$ cat src/rtl/serial_row_loader_if.sv
// Bus bundle for serial_row_loader: serial input, load configuration and the
// row-memory write port with status flags.
interface serial_row_loader_if #(
    parameter int ADDR_WIDTH   = 12,
    parameter int MAX_FEATURES = 15,
    parameter int LENGTH       = 16,
    parameter int DATA_WIDTH   = LENGTH * (MAX_FEATURES + 1)
);
    logic                  S;
    logic [3:0]            feat;
    logic [ADDR_WIDTH-1:0] data_points;
    logic                  wr_en;
    logic [ADDR_WIDTH-1:0] wr_addr;
    logic [DATA_WIDTH-1:0] wr_data;
    logic                  busy;
    logic                  load_done;

    modport master (
        output S, feat, data_points,
        input  wr_en, wr_addr, wr_data, busy, load_done
    );

    modport slave (
        input  S, feat, data_points,
        output wr_en, wr_addr, wr_data, busy, load_done
    );
endinterface

$ cat src/rtl/serial_row_loader.sv
// Deserialises a gap-free LSB-first bit stream into rows of F+1 words (highest
// word index first) and writes each completed row to row memory.
module serial_row_loader #(
    parameter int ADDR_WIDTH   = 12,
    parameter int MAX_FEATURES = 15,
    parameter int LENGTH       = 16,
    parameter int DATA_WIDTH   = LENGTH * (MAX_FEATURES + 1)
) (
    input  logic                 CLK,
    input  logic                 RST,
    serial_row_loader_if.slave   bus
);
    localparam int BIT_W = (LENGTH > 1) ? $clog2(LENGTH) : 1;

    typedef enum logic {
        RECV = 1'b0,
        DONE = 1'b1
    } state_t;

    state_t                state_q, state_d;
    logic [3:0]            feat_q;
    logic [ADDR_WIDTH-1:0] npts_q;
    logic [BIT_W-1:0]      bit_cnt_q, bit_cnt_d;
    logic [3:0]            word_cnt_q, word_cnt_d;
    logic [ADDR_WIDTH-1:0] point_cnt_q, point_cnt_d;
    logic [DATA_WIDTH-1:0] row_q, row_d;
    logic                  wr_en_q, wr_en_d;
    logic [ADDR_WIDTH-1:0] wr_addr_q, wr_addr_d;
    logic [DATA_WIDTH-1:0] wr_data_q, wr_data_d;
    logic                  last_bit, last_word;

    assign last_bit  = (bit_cnt_q == BIT_W'(LENGTH - 1));
    assign last_word = (word_cnt_q == 4'd0);

    // Each word lane captures the incoming bit only while it is the active word,
    // so lanes above F are never touched and stay zero.
    genvar gi;
    generate
        for (gi = 0; gi <= MAX_FEATURES; gi++) begin : g_lane
            logic [LENGTH-1:0] lane;
            always_comb begin
                lane = row_q[gi*LENGTH +: LENGTH];
                if (word_cnt_q == 4'(gi)) begin
                    lane[bit_cnt_q] = bus.S;
                end
            end
            assign row_d[gi*LENGTH +: LENGTH] = lane;
        end
    endgenerate

    always_comb begin
        state_d     = state_q;
        bit_cnt_d   = bit_cnt_q;
        word_cnt_d  = word_cnt_q;
        point_cnt_d = point_cnt_q;
        wr_en_d     = 1'b0;
        wr_addr_d   = wr_addr_q;
        wr_data_d   = wr_data_q;
        if (state_q == RECV) begin
            bit_cnt_d = last_bit ? '0 : bit_cnt_q + BIT_W'(1);
            if (last_bit) begin
                word_cnt_d = last_word ? feat_q : word_cnt_q - 4'd1;
                if (last_word) begin
                    // The output row is taken from row_d so the final bit lands in it.
                    wr_en_d   = 1'b1;
                    wr_addr_d = point_cnt_q;
                    wr_data_d = row_d;
                    if (point_cnt_q == npts_q - ADDR_WIDTH'(1)) begin
                        state_d = DONE;
                    end else begin
                        point_cnt_d = point_cnt_q + ADDR_WIDTH'(1);
                    end
                end
            end
        end
    end

    always_ff @(posedge CLK) begin
        if (RST) begin
            feat_q      <= bus.feat;
            npts_q      <= bus.data_points;
            state_q     <= (bus.data_points == '0) ? DONE : RECV;
            bit_cnt_q   <= '0;
            word_cnt_q  <= bus.feat;
            point_cnt_q <= '0;
            row_q       <= '0;
            wr_en_q     <= 1'b0;
            wr_addr_q   <= '0;
            wr_data_q   <= '0;
        end else begin
            state_q     <= state_d;
            bit_cnt_q   <= bit_cnt_d;
            word_cnt_q  <= word_cnt_d;
            point_cnt_q <= point_cnt_d;
            if (state_q == RECV) begin
                row_q <= row_d;
            end
            wr_en_q     <= wr_en_d;
            wr_addr_q   <= wr_addr_d;
            wr_data_q   <= wr_data_d;
        end
    end

    assign bus.wr_en     = wr_en_q;
    assign bus.wr_addr   = wr_addr_q;
    assign bus.wr_data   = wr_data_q;
    assign bus.busy      = (state_q == RECV) && !RST;
    assign bus.load_done = (state_q == DONE) && !RST;
endmodule

$ cat src/flat_wrapper.sv
// flat-port wrapper written by rule: the top's interface ports become plain ports
module serial_row_loader_flat 
#(
    parameter int ADDR_WIDTH   = 12,
    parameter int MAX_FEATURES = 15,
    parameter int LENGTH       = 16,
    parameter int DATA_WIDTH   = LENGTH * (MAX_FEATURES + 1)
)
  (CLK, RST, bus_S, bus_feat, bus_data_points, bus_wr_en, bus_wr_addr, bus_wr_data, bus_busy, bus_load_done);
  serial_row_loader_if #(.ADDR_WIDTH(ADDR_WIDTH), .MAX_FEATURES(MAX_FEATURES), .LENGTH(LENGTH), .DATA_WIDTH(DATA_WIDTH)) bus_i ();
  input  logic CLK;
  input  logic RST;
  input wire logic [$bits(bus_i.S)-1:0] bus_S;
  input wire logic [$bits(bus_i.feat)-1:0] bus_feat;
  input wire logic [$bits(bus_i.data_points)-1:0] bus_data_points;
  output wire logic [$bits(bus_i.wr_en)-1:0] bus_wr_en;
  output wire logic [$bits(bus_i.wr_addr)-1:0] bus_wr_addr;
  output wire logic [$bits(bus_i.wr_data)-1:0] bus_wr_data;
  output wire logic [$bits(bus_i.busy)-1:0] bus_busy;
  output wire logic [$bits(bus_i.load_done)-1:0] bus_load_done;
  assign bus_i.S = bus_S;
  assign bus_i.feat = bus_feat;
  assign bus_i.data_points = bus_data_points;
  assign bus_wr_en = bus_i.wr_en;
  assign bus_wr_addr = bus_i.wr_addr;
  assign bus_wr_data = bus_i.wr_data;
  assign bus_busy = bus_i.busy;
  assign bus_load_done = bus_i.load_done;
  serial_row_loader #(.ADDR_WIDTH(ADDR_WIDTH), .MAX_FEATURES(MAX_FEATURES), .LENGTH(LENGTH), .DATA_WIDTH(DATA_WIDTH)) u_core (.CLK(CLK), .RST(RST), .bus(bus_i));
endmodule
$ cat config.mk
export PLATFORM = sky130hd
export DESIGN_NAME = serial_row_loader_flat
export DESIGN_NICKNAME = d
export VERILOG_FILES = /design/src/rtl/serial_row_loader_if.sv /design/src/rtl/serial_row_loader.sv /design/src/flat_wrapper.sv
export SDC_FILE = /design/constraint.sdc
export NUM_CORES = 1
export LEC_CHECK = 0
export CAP_MARGIN = 20
export CORE_ASPECT_RATIO = 0.8
export CORE_MARGIN = 3
export CORE_UTILIZATION = 25
export DETAILED_ROUTE_END_ITERATION = 10
export REMOVE_ABC_BUFFERS = 1
export SYNTH_ARGS = -nofsm -noshare
export SYNTH_HDL_FRONTEND = slang
export SYNTH_SLANG_ARGS = --single-unit
export TNS_END_PERCENT = 10
$ cat constraint.sdc
create_clock -name CLK -period 3.5 [get_ports CLK]
set_input_delay 0.7 -clock CLK [delete_from_list [all_inputs] [get_ports CLK]]
set_output_delay 0.7 -clock CLK [all_outputs]
set_load 0.01 [all_outputs]
==> flow_summary.json <==
{
  "min_from": "u_core.bus.wr_addr[5]$_SDFFE_PP0P_",
  "core-area_um2": 95300,
  "grt_use_total": 0.177,
  "critPathKind": "reg -> reg",
  "hold_end": "u_core.bus.wr_addr[5]$_SDFFE_PP0P_",
  "clock_latency_ps": 620,
  "die_y_um": 284,
  "drive_gt1_frac": 0.0796,
  "die_w_um": 353,
  "route.detailed.drc": 0,
  "place.detailed.hpwl_um": 57700,
  "die_area_um2": 100000,
  "post_drt_wl_per_cell_um": 20.9,
  "slew_violations": 0,
  "syn-instance-count": 2967,
  "crit_fanout": 14,
  "cts_tree": "yes",
  "start_util": 0.253,
  "p_leak_uw": 0.00905,
  "fin_skew_ps": 35.5,
  "timing.final.ws_setup_ps": 491,
  "regArea_um2": 11400,
  "postCtsSetupBuffers": 0,
  "drtIter0Drc": 2284,
  "clk_path_buf_depth": 3,
  "place.gp.congestion": 0.795,
  "clk_pin_slew_ps": 60,
  "status": "complete, no violations",
  "antenna_found_initial": 4,
  "cp.required_ps": 4010,
  "dpl_cell_area_um2": 28300,
  "ys_ff_latch": 561,
  "grt_pass1_vias": 20800,
  "place_ws_ps": 550,
  "p_per_area_nw_per_um2": 475,
  "synth-warning-count": 0,
  "worstReg2RegStart": "u_core.npts_q[0]$_DFFE_PP_",
  "post-route-period-util": 0.860,
  "multi_input_area_um2": 11400,
  "wl_um": 92200,
  "synth-async-reset-ratio": 0,
  "syn-cell-area_um2": 24100,
  "synth.avg_cell_area_um2": 8.14,
  "grt_max_degree": 215,
  "min_period_ps": 3010,
  "max_cap_violations": 0,
  "clock_sink_count": 561,
  "cts-buffers-inserted": 66,
  "rr_endpoint": "u_core.point_cnt_q[9]$_SDFFE_PP0P_",
  "syn_to_final_growth_pct": 26.3,
  "ys.flop_type": "dfxtp_1",
  "drtPass1Iterations": 6,
  "grt_overflow_total": 0,
  "grt_pass1_wl_um": 137000,
  "num_rows": 101,
  "end_kind": "flip-flop",
  "cp-start-kind": "flip-flop",
  "holdPathStages": 2,
  "port_buffers": 289,
  "num_io_pins": 290,
  "ctsHtreeMaxLevel": 3,
  "worst_pin_slew_ps": 1120,
  "synth-edff-count": 20,
  "cts.root.buffer_cell": "clkbuf_16",
  "peakVddDrop_mv": 0.297,
  "max_freq_mhz": 332,
  "setup_viol": 0,
  "synth.distinct_cells": 45,
  "rsz0062_at_grt": "false",
  "ys_seq_area_frac": 0.473,
  "routed_via_density": 5.11,
  "rr_worst_depth": 11,
  "ant_nets": 0,
  "slew_headroom": 0.256,
  "hold_buffers": 0,
  "num-fill-cells": 10000,
  "min_path_type": "reg -> reg",
  "final_area_um2": 30500,
  "postCtsResizedCells": 0,
  "final_hold_viol_count": 0,
  "nets": 3111,
  "critPathArrivalTime_ps": 3520,
  "vias": 22600,
  "regToRegSetupSlack_ps": 490
}
[metrics by stage]
| stage | utilization | hold slack [ps] | setup TNS, ps | instances | power [µW] |
|---|---|---|---|---|---|
| 2_1_floorplan | - | 444 | -5475240 | 2623 | 6940 |
| 3_3_place_gp | 0.297 | 443 | 0 | 4299 | 7530 |
| 3_5_place_dp | 0.297 | 447 | 0 | 4299 | 7530 |
| 4_1_cts | 0.320 | 452 | 0 | 4415 | 14600 |
| 5_1_grt | 0.320 | 470 | 0 | 4416 | 15000 |
| 6_report | 0.320 | 455 | 0 | 4418 | 14500 |
[cells in the mapped netlist, drive strengths merged (13+ instances only)]
library cell | number | area share
nor2 | 631 | 0.098
dfxtp | 541 | 0.45
nand3 | 157 | 0.033
a21oi | 274 | 0.057
nand4 | 143 | 0.037
and2 | 13 | 0.0034
o21ai | 290 | 0.060
xor2 | 13 | 0.0047
buf | 50 | 0.0099
a311oi | 142 | 0.052
a211oi | 113 | 0.035
edfxtp | 20 | 0.025
clkbuf | 294 | 0.046
mux2i | 119 | 0.049
nand2 | 68 | 0.011
[layout make-up]
class                   count  area share
flip-flops and latches    561       0.375
multi-input cells        2054       0.375
repair buffers            390       0.125
clock buffers              94      0.0629
well taps                1287      0.0528
clock inverters            22     0.00882
inverters                   8    0.000985
diodes                      2    0.000164
[registers in the layout, indices dropped and copies added (netlist names)]
signal	flops
u_core.bit_cnt_q	4
u_core.bus.wr_en	1
u_core.word_cnt_q	4
u_core.row_q	255
u_core.bus.wr_data	256
u_core.feat_q	4
u_core.point_cnt_q	12
u_core.npts_q	12
u_core.state_q	1
u_core.bus.wr_addr	12
[critical path: stages (launching register included)]
cell and delay [ps]:
edfxtp_1 470, inv_1 100, ha_1 200, nor3b_1 210
buf_4 170, or3b_2 430, a21oi_1 130, o221a_1 230
nand4_1 150, nand2_1 380, nor4_1 130, mux2_2 290
[power by group]
| part | total (µW) | internal (µW) | switching [µW] |
|---|---|---|---|
| logic | 897 | 183 | 714 |
| registers | 6500 | 6460 | 47.4 |
| clock network | 7090 | 4200 | 2890 |
| total | 14500 | 10800 | 3650 |
[layer usage]
| layer | up-vias | part of all wire | GRT usage |
|---|---|---|---|
| li1 | 10800 | - | - |
| met1 | 10700 | 0.46 | 0.252 |
| met2 | 889 | 0.42 | 0.253 |
| met3 | 152 | 0.091 | 0.0550 |
| met4 | 4 | 0.031 | 0.0565 |
| met5 | - | 0.00029 | 0 |
[worst max-delay path by stage]
stage	startpoint	to	slack [ps]	depth (start not counted)
2_1_floorplan	u_core.word_cnt_q[2]$_DFFE_PP_	u_core.point_cnt_q[6]$_SDFFE_PP0P_	-21810	7
3_3_place_gp	u_core.npts_q[0]$_DFFE_PP_	u_core.point_cnt_q[9]$_SDFFE_PP0P_	560	11
3_5_place_dp	u_core.npts_q[0]$_DFFE_PP_	u_core.point_cnt_q[9]$_SDFFE_PP0P_	550	11
4_1_cts	u_core.npts_q[0]$_DFFE_PP_	u_core.point_cnt_q[9]$_SDFFE_PP0P_	520	11
5_1_grt	u_core.npts_q[0]$_DFFE_PP_	u_core.point_cnt_q[10]$_SDFFE_PP0P_	310	11
6_report	u_core.npts_q[0]$_DFFE_PP_	u_core.point_cnt_q[9]$_SDFFE_PP0P_	490	11
[logic make-up after synthesis]
logic type | after synthesis | share of synthesized area
buf+inv | 352 | 0.0569
xor+xnor | 24 | 0.00871
flops | 561 | 0.473
simple gates | 1067 | 0.197
mux | 122 | 0.0507
compound gates | 830 | 0.207
fa+ha+maj | 11 | 0.00570
[layout by cell type, fill, tap and decap left out, types with 12 or more instances in the layout]
cell	n
nand3_1	153
nand2_2	12
nor2_1	627
buf_4	90
edfxtp_1	20
clkdlybuf4s50_1	287
a21oi_1	274
clkbuf_8	12
and2_1	13
clkbuf_16	68
o21ai_0	290
a211oi_1	113
nand2_1	56
xor2_1	13
nand4_1	143
a311oi_1	142
mux2i_1	119
clkbuf_1	14
dfxtp_1	540
Power figures use the tool's default switching activity.
